[src/rtl/mem_access_stage_pkg.sv]
// Shared definitions for the memory-access stage: register id sentinel,
// access-size codes and MA state encoding.
package mem_access_stage_pkg;

  localparam logic [6:0] UREG_ZZR = 7'h7F;

  typedef enum logic [1:0] {
    MSZ_B   = 2'd0,
    MSZ_W   = 2'd1,
    MSZ_L   = 2'd2,
    MSZ_RSV = 2'd3
  } msz_e;

  typedef enum logic {
    MAST_IDLE = 1'b0,
    MAST_REQ  = 1'b1
  } mast_e;

  // A request is illegal when it is ambiguous, uses the reserved size, or is misaligned.
  function automatic logic is_illegal(input logic ld, input logic st,
                                      input logic [1:0] size, input logic [1:0] lo);
    return (ld & st) || (size == MSZ_RSV) ||
           ((size == MSZ_W) && lo[0]) ||
           ((size == MSZ_L) && (lo != 2'b00));
  endfunction

endpackage

[src/rtl/ma_lane_align.sv]
// Combinational lane logic: byte-enable generation, store replication and
// load byte/halfword extraction with sign or zero extension.
module ma_lane_align
  import mem_access_stage_pkg::*;
(
  input  logic [1:0]  size,
  input  logic [1:0]  addr_lo,
  input  logic [31:0] st_data,
  input  logic        ld_sx,
  input  logic [31:0] ld_raw,
  output logic [3:0]  byte_en,
  output logic [31:0] st_data_rep,
  output logic [31:0] ld_val
);

  logic [7:0]  ld_byte;
  logic [15:0] ld_half;

  always_comb begin
    ld_byte = ld_raw[{addr_lo, 3'b000} +: 8];
    ld_half = ld_raw[{addr_lo[1], 4'b0000} +: 16];

    byte_en     = 4'b0000;
    st_data_rep = 32'h0;
    ld_val      = 32'h0;
    case (size)
      MSZ_B: begin
        byte_en     = 4'b0001 << addr_lo;
        st_data_rep = {4{st_data[7:0]}};
        ld_val      = {{24{ld_sx & ld_byte[7]}}, ld_byte};
      end
      MSZ_W: begin
        byte_en     = 4'b0011 << addr_lo;
        st_data_rep = {2{st_data[15:0]}};
        ld_val      = {{16{ld_sx & ld_half[15]}}, ld_half};
      end
      MSZ_L: begin
        byte_en     = 4'b1111;
        st_data_rep = st_data;
        ld_val      = ld_raw;
      end
      default: ;
    endcase
  end

endmodule

[src/rtl/mem_access_stage.sv]
// Memory-access stage: turns EX load/store requests into one handshaked bus
// transaction each, stalls the pipe meanwhile, and registers writeback/fault.
module mem_access_stage
  import mem_access_stage_pkg::*;
#(
  parameter int TIMEOUT = 255
) (
  input  logic        clock,
  input  logic        reset,
  input  logic [31:0] memAddr,
  input  logic [31:0] memData,
  input  logic        memLoad,
  input  logic        memStore,
  input  logic [1:0]  memSize,
  input  logic        memLdSx,
  input  logic [6:0]  memLdId,
  output logic        memHold,
  output logic [6:0]  regOutId,
  output logic [31:0] regOutVal,
  output logic        memFault,
  output logic [31:0] busAddr,
  output logic [31:0] busDataOut,
  input  logic [31:0] busDataIn,
  output logic [3:0]  busByteEn,
  output logic        busOE,
  output logic        busWE,
  input  logic        busOK
);

  localparam logic [7:0] TIMEOUT_C = 8'(TIMEOUT);

  mast_e       state_q, state_d;
  logic [7:0]  cnt_q, cnt_d;
  logic [31:0] addr_q, addr_d;
  logic [31:0] data_q, data_d;
  logic [1:0]  size_q, size_d;
  logic        sx_q, sx_d;
  logic        load_q, load_d;
  logic [6:0]  ld_id_q, ld_id_d;
  logic [6:0]  reg_id_q, reg_id_d;
  logic [31:0] reg_val_q, reg_val_d;
  logic        fault_q, fault_d;

  logic        in_req;
  logic [3:0]  lane_be;
  logic [31:0] lane_st;
  logic [31:0] lane_ld;

  ma_lane_align u_lane (
    .size        (size_q),
    .addr_lo     (addr_q[1:0]),
    .st_data     (data_q),
    .ld_sx       (sx_q),
    .ld_raw      (busDataIn),
    .byte_en     (lane_be),
    .st_data_rep (lane_st),
    .ld_val      (lane_ld)
  );

  always_comb begin
    state_d   = state_q;
    cnt_d     = cnt_q;
    addr_d    = addr_q;
    data_d    = data_q;
    size_d    = size_q;
    sx_d      = sx_q;
    load_d    = load_q;
    ld_id_d   = ld_id_q;
    reg_id_d  = UREG_ZZR;
    reg_val_d = 32'h0;
    fault_d   = 1'b0;

    case (state_q)
      MAST_IDLE: begin
        if (memLoad | memStore) begin
          if (is_illegal(memLoad, memStore, memSize, memAddr[1:0])) begin
            fault_d = 1'b1;
          end else begin
            addr_d  = memAddr;
            data_d  = memData;
            size_d  = memSize;
            sx_d    = memLdSx;
            load_d  = memLoad;
            ld_id_d = memLdId;
            cnt_d   = 8'd0;
            state_d = MAST_REQ;
          end
        end
      end
      MAST_REQ: begin
        // busOK takes priority over an expiring timeout on the same edge.
        if (busOK) begin
          state_d = MAST_IDLE;
          if (load_q) begin
            reg_id_d  = ld_id_q;
            reg_val_d = lane_ld;
          end
        end else if (cnt_q + 8'd1 == TIMEOUT_C) begin
          fault_d = 1'b1;
          state_d = MAST_IDLE;
        end else begin
          cnt_d = cnt_q + 8'd1;
        end
      end
      default: state_d = MAST_IDLE;
    endcase
  end

  always_ff @(posedge clock) begin
    if (reset) begin
      state_q   <= MAST_IDLE;
      cnt_q     <= 8'd0;
      addr_q    <= 32'h0;
      data_q    <= 32'h0;
      size_q    <= 2'd0;
      sx_q      <= 1'b0;
      load_q    <= 1'b0;
      ld_id_q   <= 7'd0;
      reg_id_q  <= UREG_ZZR;
      reg_val_q <= 32'h0;
      fault_q   <= 1'b0;
    end else begin
      state_q   <= state_d;
      cnt_q     <= cnt_d;
      addr_q    <= addr_d;
      data_q    <= data_d;
      size_q    <= size_d;
      sx_q      <= sx_d;
      load_q    <= load_d;
      ld_id_q   <= ld_id_d;
      reg_id_q  <= reg_id_d;
      reg_val_q <= reg_val_d;
      fault_q   <= fault_d;
    end
  end

  // Bus outputs are gated by state so the bus is quiet whenever IDLE.
  assign in_req     = (state_q == MAST_REQ);
  assign memHold    = in_req;
  assign busOE      = in_req & load_q;
  assign busWE      = in_req & ~load_q;
  assign busAddr    = in_req ? {addr_q[31:2], 2'b00} : 32'h0;
  assign busByteEn  = in_req ? lane_be : 4'b0000;
  assign busDataOut = (in_req & ~load_q) ? lane_st : 32'h0;
  assign regOutId   = reg_id_q;
  assign regOutVal  = reg_val_q;
  assign memFault   = fault_q;

endmodule

[config.mk]
export PLATFORM = sky130hd
export DESIGN_NAME = mem_access_stage
export DESIGN_NICKNAME = d
export VERILOG_FILES = /design/src/rtl/mem_access_stage_pkg.sv /design/src/rtl/ma_lane_align.sv /design/src/rtl/mem_access_stage.sv
export SDC_FILE = /design/constraint.sdc
export NUM_CORES = 1
export LEC_CHECK = 0
export CORE_MARGIN = 4
export CORE_UTILIZATION = 44
export DETAILED_ROUTE_END_ITERATION = 8
export PLACE_DENSITY = 0.81
export REMOVE_ABC_BUFFERS = 1
export SLEW_MARGIN = 40
export SYNTH_ARGS = -nofsm -noshare
export SYNTH_HDL_FRONTEND = slang
export SYNTH_SLANG_ARGS = --single-unit
[constraint.sdc]
create_clock -name clock -period 2.15 [get_ports clock]
set_input_delay 0.215 -clock clock [delete_from_list [all_inputs] [get_ports clock]]
set_output_delay 0.215 -clock clock [all_outputs]
set_load 0.02 [all_outputs]
==> results of run 1 <==
[worst register-to-register path, stage by stage, from the launching register on]
cell and delay [ps]:
dfxtp_1 440, ha_1 320, nand2_1 100, or3_1 360, nand3_1 250, nand3_4 140
o311ai_1 240
[cell usage in the layout, fill, tap and decap left out, drive strengths merged, types with 3 or more instances in the layout]
cell type / synthesis / layout
nand2: 186 / 186
clkdlybuf4s50: 0 / 169
dfxtp: 124 / 124
a21oi: 121 / 121
nor2: 45 / 45
and2: 43 / 43
dlygate4sd2: 0 / 36
buf: 21 / 28
a22oi: 21 / 21
clkbuf: 39 / 20
mux2i: 12 / 12
mux2: 12 / 12
o22a: 10 / 10
inv: 8 / 9
dlymetal6s2s: 0 / 8
o21ai: 8 / 8
nand2b: 7 / 7
or2: 7 / 7
clkinv: 0 / 7
nand3: 6 / 6
nand3b: 4 / 4
and3: 4 / 4
a221oi: 4 / 4
nand4: 4 / 4
bufinv: 0 / 4
o21a: 3 / 3
nor3: 3 / 3
nor2b: 3 / 3
o311ai: 3 / 3
clkinvlp: 0 / 3
[kinds of logic (layout without fill, tap and decap cells)]
family | count (synthesis) | in the layout | synth area share [%]
buffers and inverters | 68 | 286 | 5.261
adders and majority gates | 3 | 3 | 0.6163
other | 1 | 2 | 0.06597
xor gates and xnor gates | 2 | 2 | 0.3082
AOI/OAI and AO/OA | 183 | 183 | 19.35
muxes | 26 | 26 | 5.283
DFF | 124 | 124 | 43.67
and+or+nand+nor | 320 | 320 | 25.45
[flip-flops by register name, summed over array words and instances, names as in the netlist, 2 cells and up]
name	count
regOutVal	32
data_q	32
cnt_q	8
ld_id_q	7
addr_q	32
size_q	2
regOutId	7
[where the power goes]
group          leakage (uW)  internal (uW)  switching [uW]  total, uW
sequential          0.00101           2400            62.5       2460
clock              0.000299           1940            1050       2980
combinational       0.00210            478             515        992
total               0.00341           4810            1620       6440
[worst min-delay path by stage]
stage,from,end,depth (start not counted)
2_1_floorplan,reset,addr_q[0],1
3_3_place_gp,ld_id_q[4],regOutId[4],1
3_5_place_dp,ld_id_q[2],regOutId[2],1
4_1_cts,reset,memFault,2
5_1_grt,reset,memFault,2
6_report,reset,memFault,2
[cell type report]
type / instances / area (um2)
clock buffer: 17 / 425.4
clock inverter: 15 / 197.7
fill: 1054 / 3924
inverter: 8 / 30.03
multi-input combinational: 536 / 2915
sequential: 124 / 2486
tap: 172 / 215.2
timing repair buffer: 246 / 2426
[routing by layer]
| metal | wire length, um | GRT usage [%] |
|---|---|---|
| met5 | 0 | 0 |
| met4 | 357 | 8.263 |
| met3 | 1808 | 9.053 |
| met2 | 8769 | 41.11 |
| met1 | 7133 | 27.60 |
[through the flow]
step	instances	worst slack, ps
finish	1118	95.33
global route	1118	-11.95
CTS	1118	4.963
detailed placement	1086	133.9
global placement	1086	173.2
floorplan	668	-879.3
[what timing repair did]
| item | 4_1_cts | 5_1_grt |
|---|---|---|
| cloned | 0 | 0 |
| endpoints found under the setup margin | 41 | 18 |
| hold buffers | 0 | 0 |
| resized for setup | 43 | 18 |
==> qor.txt, run 1 <==
status: finished, final reports clean
worst slew pin tran: 576.3 ps
worst setup path endpoint: busDataOut[24]
Area Growth Syn to Fin: 52.98%
Die W: 121.7 um
DP Area: 0.008099 mm2
synthesized cell area: 0.005684 mm2
Sink Count: 124
first-pass GRT wire length: 28170 um
critical path type: reg -> out
Worst EP arrival: 1840 ps
core footprint: 0.01262 mm2
Register-to-Register Path Depth: 6
fmax: 486.7 MHz
layout cells sized above 1: 8.985%
drt first-iter violations: 413
Final GP Congestion: 0.8934
Final HPWL DP: 12810 um
total design power: 6435 uW
setup tns final: 0 ps
max cap viols: 0
area of the die: 0.01480 mm2
starting density of the core: 45.04%
top-area cell type share of the netlist area: 43.67%
syn_area_per_cell: 7.819 um2
CTS max path bufs: 2
Cells after Synth: 727
routed wire length: 18070 um
Peak VDD IR: 439.5 uV
most numerous cell in the Yosys netlist: nand2_1
Buf/Inv on CP: 2
gr ovfl total: 0
Buffers on Ports: 219
r2r startpoint: cnt_q[1]
cell taking the most area after synthesis: dfxtp_1
post-synthesis cell type count: 56
Worst Setup End Kind: output pin
later-pin clock latency in the skew report: 410 ps
Critical Path Max Stage Delay: 430 ps
final hold violations: 0
Startpoint Class: flop
clk_skew: 4.678 ps
initial antenna violation count: 0
vias in the first global route: 5563
required time worst endpoint: 1930 ps
I/O pin cnt: 222
GRT Util Overall: 24.03%
Worst-path clk slew: 60 ps
Final Max Tran Viols: 0
sequential area share after synthesis: 43.67%
Crit-path slowest cell: dfxtp_4
flop2flop setup slack: 210 ps
Clock Tree Root: clkbuf_16
largest net degree at the start of global routing: 59
vias per cell: 5.267
final hold slack: 157.3 ps
CTS tree: built
CTS Buf Count: 17
Wirelength per Cell: 16.16 um
post-route ant nets: 0
Synthesis Warnings: 0
Post-CTS Setup Bufs: 0
top cells by area, synth: dfxtp_1, nand2_1, a21oi_1, and2_1, nor2_1
crit path max fanout: 17
via count: 5889
PwrDens: 740.0 mW/mm2
Synth Flop Type: dfxtp_1
critical path launch point: size_q[0]
fin crit period: 2055 ps
relative slew slack: 61.50%
CTS H-Tree Depth: 4
commonest cells in the netlist: nand2_1, dfxtp_1, a21oi_1
Post-synth ARST share: 0%
Setup-failing EPs final: 0
DRC viols: 0
crit path cell chain: buf_6 -> mux2_2 -> nand2_1 -> a21oi_1 -> dlygate4sd2_1
Critical Path Stages: 5
DRT Pass-1 Iters: 5
P_leak: 0.003408 uW
antenna cell count: 0
Nets: 1046
RSZ-0062 raised after global routing: true
Post-synth EDFFs: 0
num rows: 41
Die Ht: 121.7 um
final core occ: 68.91%
final worst-path cycle share: 95.57%
Design Area, Final: 0.008696 mm2
CP delay by family, top: buffers and inverters
reg-to-reg endpoint: cnt_q[3]
HP Class: in -> reg
Yosys reg bits: 124
Power figures use the tool's default switching activity.
==> inputs of run 2 (changes only) <==
- CORE_UTILIZATION: 44 -> 35
- MAX_ROUTING_LAYER: unset -> met4
- PLACE_DENSITY: 0.81 -> 0.67
- SLEW_MARGIN: 40 -> unset
==> qor.txt, run 2 (synthesized netlist as in run 1, its figures left out) <==
area of the die: 0.01834 mm2 (was 0.01480 mm2)
routed wire length: 18540 um (was 18070 um)
PwrDens: 710.7 mW/mm2 (was 740.0 mW/mm2)
Worst EP arrival: 1840 ps (about the same)
critical path type: reg -> out (unchanged)
DRT Pass-1 Iters: 4 (was 5)
I/O pin cnt: 222 (unchanged)
r2r startpoint: cnt_q[0] (was cnt_q[1])
later-pin clock latency in the skew report: 410 ps (about the same)
vias per cell: 4.933 (was 5.267)
gr ovfl total: 0 (unchanged)
non-filler cells, final: 1167 (was 1118)
post-route ant nets: 0 (unchanged)
placed cell count: 1134 (was 1086)
DP Area: 0.008184 mm2 (was 0.008099 mm2)
commonest non-fill, non-tap cells in the layout: nand2_1, clkdlybuf4s50_1, dfxtp_1 (unchanged)
fin crit period: 2054 ps (was 2055 ps)
antenna cell count: 0 (unchanged)
Buffers on Ports: 219 (unchanged)
Final HPWL DP: 13540 um (was 12810 um)
largest net degree at the start of global routing: 55 (was 59)
CTS tree: built (unchanged)
required time worst endpoint: 1930 ps (about the same)
HP Class: in -> reg (unchanged)
drt first-iter violations: 303 (was 413)
Register-to-Register Path Depth: 6 (unchanged)
crit path cell chain: buf_4 -> mux2_2 -> nand2_1 -> a21oi_1 -> dlygate4sd2_1 (was buf_6 -> mux2_2 -> nand2_1 -> a21oi_1 -> dlygate4sd2_1)
worst setup path endpoint: busDataOut[8] (was busDataOut[24])
critical path launch point: size_q[0] (unchanged)
final hold violations: 0 (unchanged)
vias in the first global route: 5486 (was 5563)
Area Growth Syn to Fin: 53.38% (was 52.98%)
Nets: 1052 (was 1046)
Wirelength per Cell: 15.88 um (was 16.16 um)
layout cells sized above 1: 9.989% (was 8.985%)
DRC viols: 0 (unchanged)
CTS H-Tree Depth: 4 (unchanged)
GRT Util Overall: 20.62% (was 24.03%)
core footprint: 0.01589 mm2 (was 0.01262 mm2)
reg-to-reg endpoint: cnt_q[3] (unchanged)
Worst-path clk slew: 60 ps (about the same)
Startpoint Class: flop (unchanged)
fmax: 486.8 MHz (was 486.7 MHz)
Crit-path slowest cell: dfxtp_4 (unchanged)
Die Ht: 135.4 um (was 121.7 um)
Buf/Inv on CP: 2 (unchanged)
final worst-path cycle share: 95.54% (was 95.57%)
flop2flop setup slack: 310 ps (was 210 ps)
Critical Path Stages: 5 (unchanged)
Hold Buf Count CTS: 0 (unchanged)
most common cell after layout, fill and taps aside: nand2_1 (unchanged)
first-pass GRT wire length: 28990 um (was 28170 um)
Design Area, Final: 0.008718 mm2 (was 0.008696 mm2)
CP delay by family, top: buffers and inverters (unchanged)
Final GP Congestion: 0.8231 (was 0.8934)
Final Max Tran Viols: 0 (unchanged)
CTS Buf Count: 17 (unchanged)
Setup-failing EPs final: 0 (unchanged)
worst slew pin tran: 577.4 ps (was 576.3 ps)
RSZ-0062 raised after global routing: false (was true)
Peak VDD IR: 599.1 uV (was 439.5 uV)
initial antenna violation count: 0 (unchanged)
P_leak: 0.003214 uW (was 0.003408 uW)
Die W: 135.4 um (was 121.7 um)
max cap viols: 0 (unchanged)
CTS max path bufs: 2 (unchanged)
Sink Count: 124 (unchanged)
num rows: 46 (was 41)
relative slew slack: 61.43% (was 61.50%)
Clock Tree Root: clkbuf_16 (unchanged)
via count: 5757 (was 5889)
Worst Setup End Kind: output pin (unchanged)
clk_skew: 7.829 ps (was 4.678 ps)
starting density of the core: 35.78% (was 45.04%)
status: finished, final reports clean (unchanged)
Critical Path Max Stage Delay: 430 ps (about the same)
crit path max fanout: 9 (was 17)
==> run 2: cell types whose count changed in the layout (fill, tap and decap cells not counted), moves of 5 or more <==
cell	before	now
buf_4	20	29
clkdlybuf4s50_1	169	182
dlymetal6s2s_1	8	0
dlygate4sd2_1	36	21
clkdlybuf4s15_1	2	7
clkbuf_2	3	8
==> run 2: layout make-up <==
type / count / area, um2
sequential: 124 / 2487
inverter: 8 / 30.03
clock inverter: 9 / 95.09
tap: 216 / 270.3
multi-input combinational: 536 / 2938
timing repair buffer: 252 / 2434
clock buffer: 22 / 464.2
fill: 1530 / 7167
==> run 2: how the worst min path moves through the flow <==
stage | start | endpoint | slack, ps | cells past startpoint
floorplan | reset | addr_q[0] | 280 | 1
global placement | ld_id_q[1] | regOutId[1] | 420 | 1
detailed placement | ld_id_q[2] | regOutId[2] | 420 | 1
CTS | reset | memFault | 190 | 2
global route | reset | memFault | 210 | 2
finish | reset | memFault | 200 | 2
==> run 2: through the flow <==
| stage | worst slack, ps | utilization, % | setup TNS (ps) | hold WS [ps] | total power [uW] |
|---|---|---|---|---|---|
| 6_report | 95.88 | 54.88 | 0 | 197.0 | 6196 |
| 5_1_grt | 1.633 | 54.88 | 0 | 207.7 | 6477 |
| 4_1_cts | 15.05 | 55.00 | 0 | 188.5 | 6273 |
| 3_5_place_dp | -91.29 | 51.52 | -271.1 | 423.5 | 3522 |
| 3_3_place_gp | -91.98 | 51.52 | -316.0 | 418.6 | 3513 |
| 2_1_floorplan | -879.3 | - | -60340 | 284.1 | 2964 |
==> run 2: timing repair <==
action	CTS	global route
buffers inserted	2	0
gates cloned	0	0
setup endpoints to repair	36	20
resized for setup	41	23
==> run 2: routing by layer <==
layer	track usage (%)	vias to the layer above	wire length [um]	part of all wire, %
li1	-	2885	-	-
met1	23.82	2633	7818	42
met2	33.82	218	8734	47
met3	8.172	21	1736	9.4
met4	4.871	0	247	1.3
met5	-	-	0	0
==> run 2: worst register-to-register path: stages (launching register included) <==
cell and delay [ps]:
dfxtp_1 430, ha_1 290, nand2b_1 90, o311a_1 340
a21oi_4 240, nand3_4 120, o311ai_1 240
==> run 2: where the power goes <==
part	total (uW)	leakage (uW)	internal, uW	switching (uW)
clock	2730	0.000283	1740	986
combinational	1000	0.00192	485	518
sequential	2460	0.00101	2400	64.9
==> inputs of run 3 (changes only) <==
- CORE_MARGIN: 4 -> unset
==> qor.txt, run 3 (synthesized netlist as in run 1, its figures left out) <==
flop2flop setup slack: 230 ps (was 310 ps)
sw power: 1640 uW (was 1569 uW)
Worst EP arrival: 1850 ps (was 1840 ps)
status: finished, final reports clean (unchanged)
Startpoint Class: flop (unchanged)
Nets: 1051 (was 1052)
Sw Ratio: 26.11% (was 25.33%)
M2 GR Usage: 37.29% (was 33.82%)
commonest non-fill, non-tap cells in the layout: nand2_1, clkdlybuf4s50_1, dfxtp_1 (unchanged)
non-filler cells, final: 1167 (unchanged)
DRC viols: 0 (unchanged)
final hold violations: 0 (unchanged)
CTS H-Tree Depth: 4 (unchanged)
Die Ht: 129.4 um (was 135.4 um)
later-pin clock latency in the skew report: 420 ps (was 410 ps)
initial antenna violation count: 0 (unchanged)
Final HPWL DP: 13030 um (was 13540 um)
Hold Buf Count CTS: 0 (unchanged)
Buffers on Ports: 219 (unchanged)
gr ovfl total: 0 (unchanged)
sequential cell fraction of total power: 39.3% (was 39.8%)
I/O pin cnt: 222 (unchanged)
drt first-iter violations: 392 (was 303)
vias per cell: 4.966 (was 4.933)
DRT Pass-1 Iters: 4 (unchanged)
worst slack at placement: 53.73 ps (was -91.29 ps)
critical path type: reg -> out (unchanged)
Sink Count: 124 (unchanged)
Die W: 129.4 um (was 135.4 um)
PwrDens: 718.2 mW/mm2 (was 710.7 mW/mm2)
setup ws final: 87.44 ps (was 95.88 ps)
Worst Setup End Kind: output pin (unchanged)
final worst-path cycle share: 95.93% (was 95.54%)
CTS tree: built (unchanged)
reg-to-reg endpoint: regOutVal[15] (was cnt_q[3])
layout cells sized above 1: 9.464% (was 9.989%)
final core occ: 55.06% (was 54.88%)
placed cell count: 1132 (was 1134)
Peak VDD IR: 512.4 uV (was 599.1 uV)
fin crit period: 2063 ps (was 2054 ps)
Setup-failing EPs final: 0 (unchanged)
GRT busiest layer: met2 (unchanged)
core footprint: 0.01589 mm2 (unchanged)
Internal: 4642 uW (was 4627 uW)
total design power: 6282 uW (was 6196 uW)
Clock Tree Root: clkbuf_16 (unchanged)
r2r startpoint: addr_q[0] (was cnt_q[0])
first-pass GRT wire length: 28260 um (was 28990 um)
routed wire length: 18310 um (was 18540 um)
Crit-path slowest cell: dfxtp_1 (was dfxtp_4)
fmax: 484.8 MHz (was 486.8 MHz)
Logic pwr share: 16.0% (was 16.2%)
Critical Path Max Stage Delay: 390 ps (was 430 ps)
CTS max path bufs: 2 (unchanged)
met3 usage: 6.276% (was 8.172%)
max cap viols: 0 (unchanged)
Final Max Tran Viols: 0 (unchanged)
GRT Util Overall: 22.90% (was 20.62%)
Wirelength per Cell: 15.69 um (was 15.88 um)
Worst-path clk slew: 60 ps (about the same)
post-route ant nets: 0 (unchanged)
area of the die: 0.01675 mm2 (was 0.01834 mm2)
clk_skew: 8.813 ps (was 7.829 ps)
CTS Buf Count: 17 (unchanged)
clock power share: 44.7% (was 44.1%)
RSZ-0062 raised after global routing: false (unchanged)
Final GP Congestion: 0.8466 (was 0.8231)
Register-to-Register Path Depth: 5 (was 6)
Area Growth Syn to Fin: 53.89% (was 53.38%)
required time worst endpoint: 1930 ps (about the same)
crit path max fanout: 29 (was 9)
starting density of the core: 35.78% (unchanged)
Worst Hold End: data_q[14] (was memFault)
most common cell after layout, fill and taps aside: nand2_1 (unchanged)
HP Class: in -> reg (unchanged)
via count: 5795 (was 5757)
num rows: 46 (unchanged)
antenna cell count: 0 (unchanged)
met1 Usage GRT: 27.10% (was 23.82%)
P_leak: 0.003324 uW (was 0.003214 uW)
crit path cell chain: buf_12 -> xor2_1 -> buf_4 -> a22oi_1 -> nor2_1 -> dlygate4sd2_1 (was buf_4 -> mux2_2 -> nand2_1 -> a21oi_1 -> dlygate4sd2_1)
vias in the first global route: 5412 (was 5486)
largest net degree at the start of global routing: 43 (was 55)
worst hold stages: 2 (unchanged)
HP Start: reset (unchanged)
==> run 3: changes by cell type in the layout (fill, tap and decap cells not counted), sizes merged, moves of 2 or more <==
cell	previous run	this run
clkbuf	30	26
dlymetal6s2s	0	5
clkdlybuf4s15	7	3
clkinvlp	0	4
clkdlybuf4s50	182	177
clkinv	7	5
dlygate4sd2	21	28
==> run 3: final cells by class <==
cell class	count	area [um2]
tap	216	270.3
fill	1555	7138
clock buffer	21	460.4
multi-input combinational	536	2920
clock inverter	11	118.9
timing repair buffer	251	2461
inverter	8	30.03
sequential	124	2486
==> run 3: worst max-delay path by stage <==
stage	startpoint	endpoint	slack, ps	cells after the start
detailed placement	memSize[0]	addr_q[22]	50	7
floorplan	size_q[1]	busDataOut[10]	-880	4
finish	size_q[1]	busDataOut[11]	90	6
global route	size_q[1]	busDataOut[27]	3	6
global placement	busDataIn[7]	regOutVal[15]	120	6
CTS	size_q[1]	busDataOut[14]	10	6
==> run 3: what timing repair did <==
| action | in CTS | in global routing |
|---|---|---|
| setup buffers | 0 | 3 |
| resized for setup | 39 | 17 |
| setup endpoints to repair | 36 | 17 |
==> run 3: critical path, delay by kind of cell, from the launching register on <==
kind / cells / cell delay, ps
buffers and inverters: 3 / 710
DFF: 1 / 390
xor gates and xnor gates: 1 / 150
AOI/OAI and AO/OA: 1 / 90
and+or+nand+nor: 1 / 80
==> run 3: layer usage <==
layer / up-vias / share of wire (%)
met4: 0 / 1.7
li1: 2875 / -
met2: 204 / 47
met1: 2692 / 44
met5: - / 0
met3: 24 / 7.1
==> run 3: power groups by stage <==
stage,Combinational (uW),Clock (uW),Sequential [uW]
2_1_floorplan,435,0,2530
3_3_place_gp,1000,0,2520
3_5_place_dp,1010,0,2520
4_1_cts,1010,2870,2470
5_1_grt,1100,2980,2480
6_report,1000,2810,2470
==> run 3: metrics by stage <==
stage,hold WS (ps),instance area [um2],TNS (ps)
4_1_cts,98.34,8728,0
6_report,119.1,8747,0
3_3_place_gp,421.8,8187,0
3_5_place_dp,426.0,8187,0
2_1_floorplan,284.1,5419,-60340
5_1_grt,116.1,8747,0
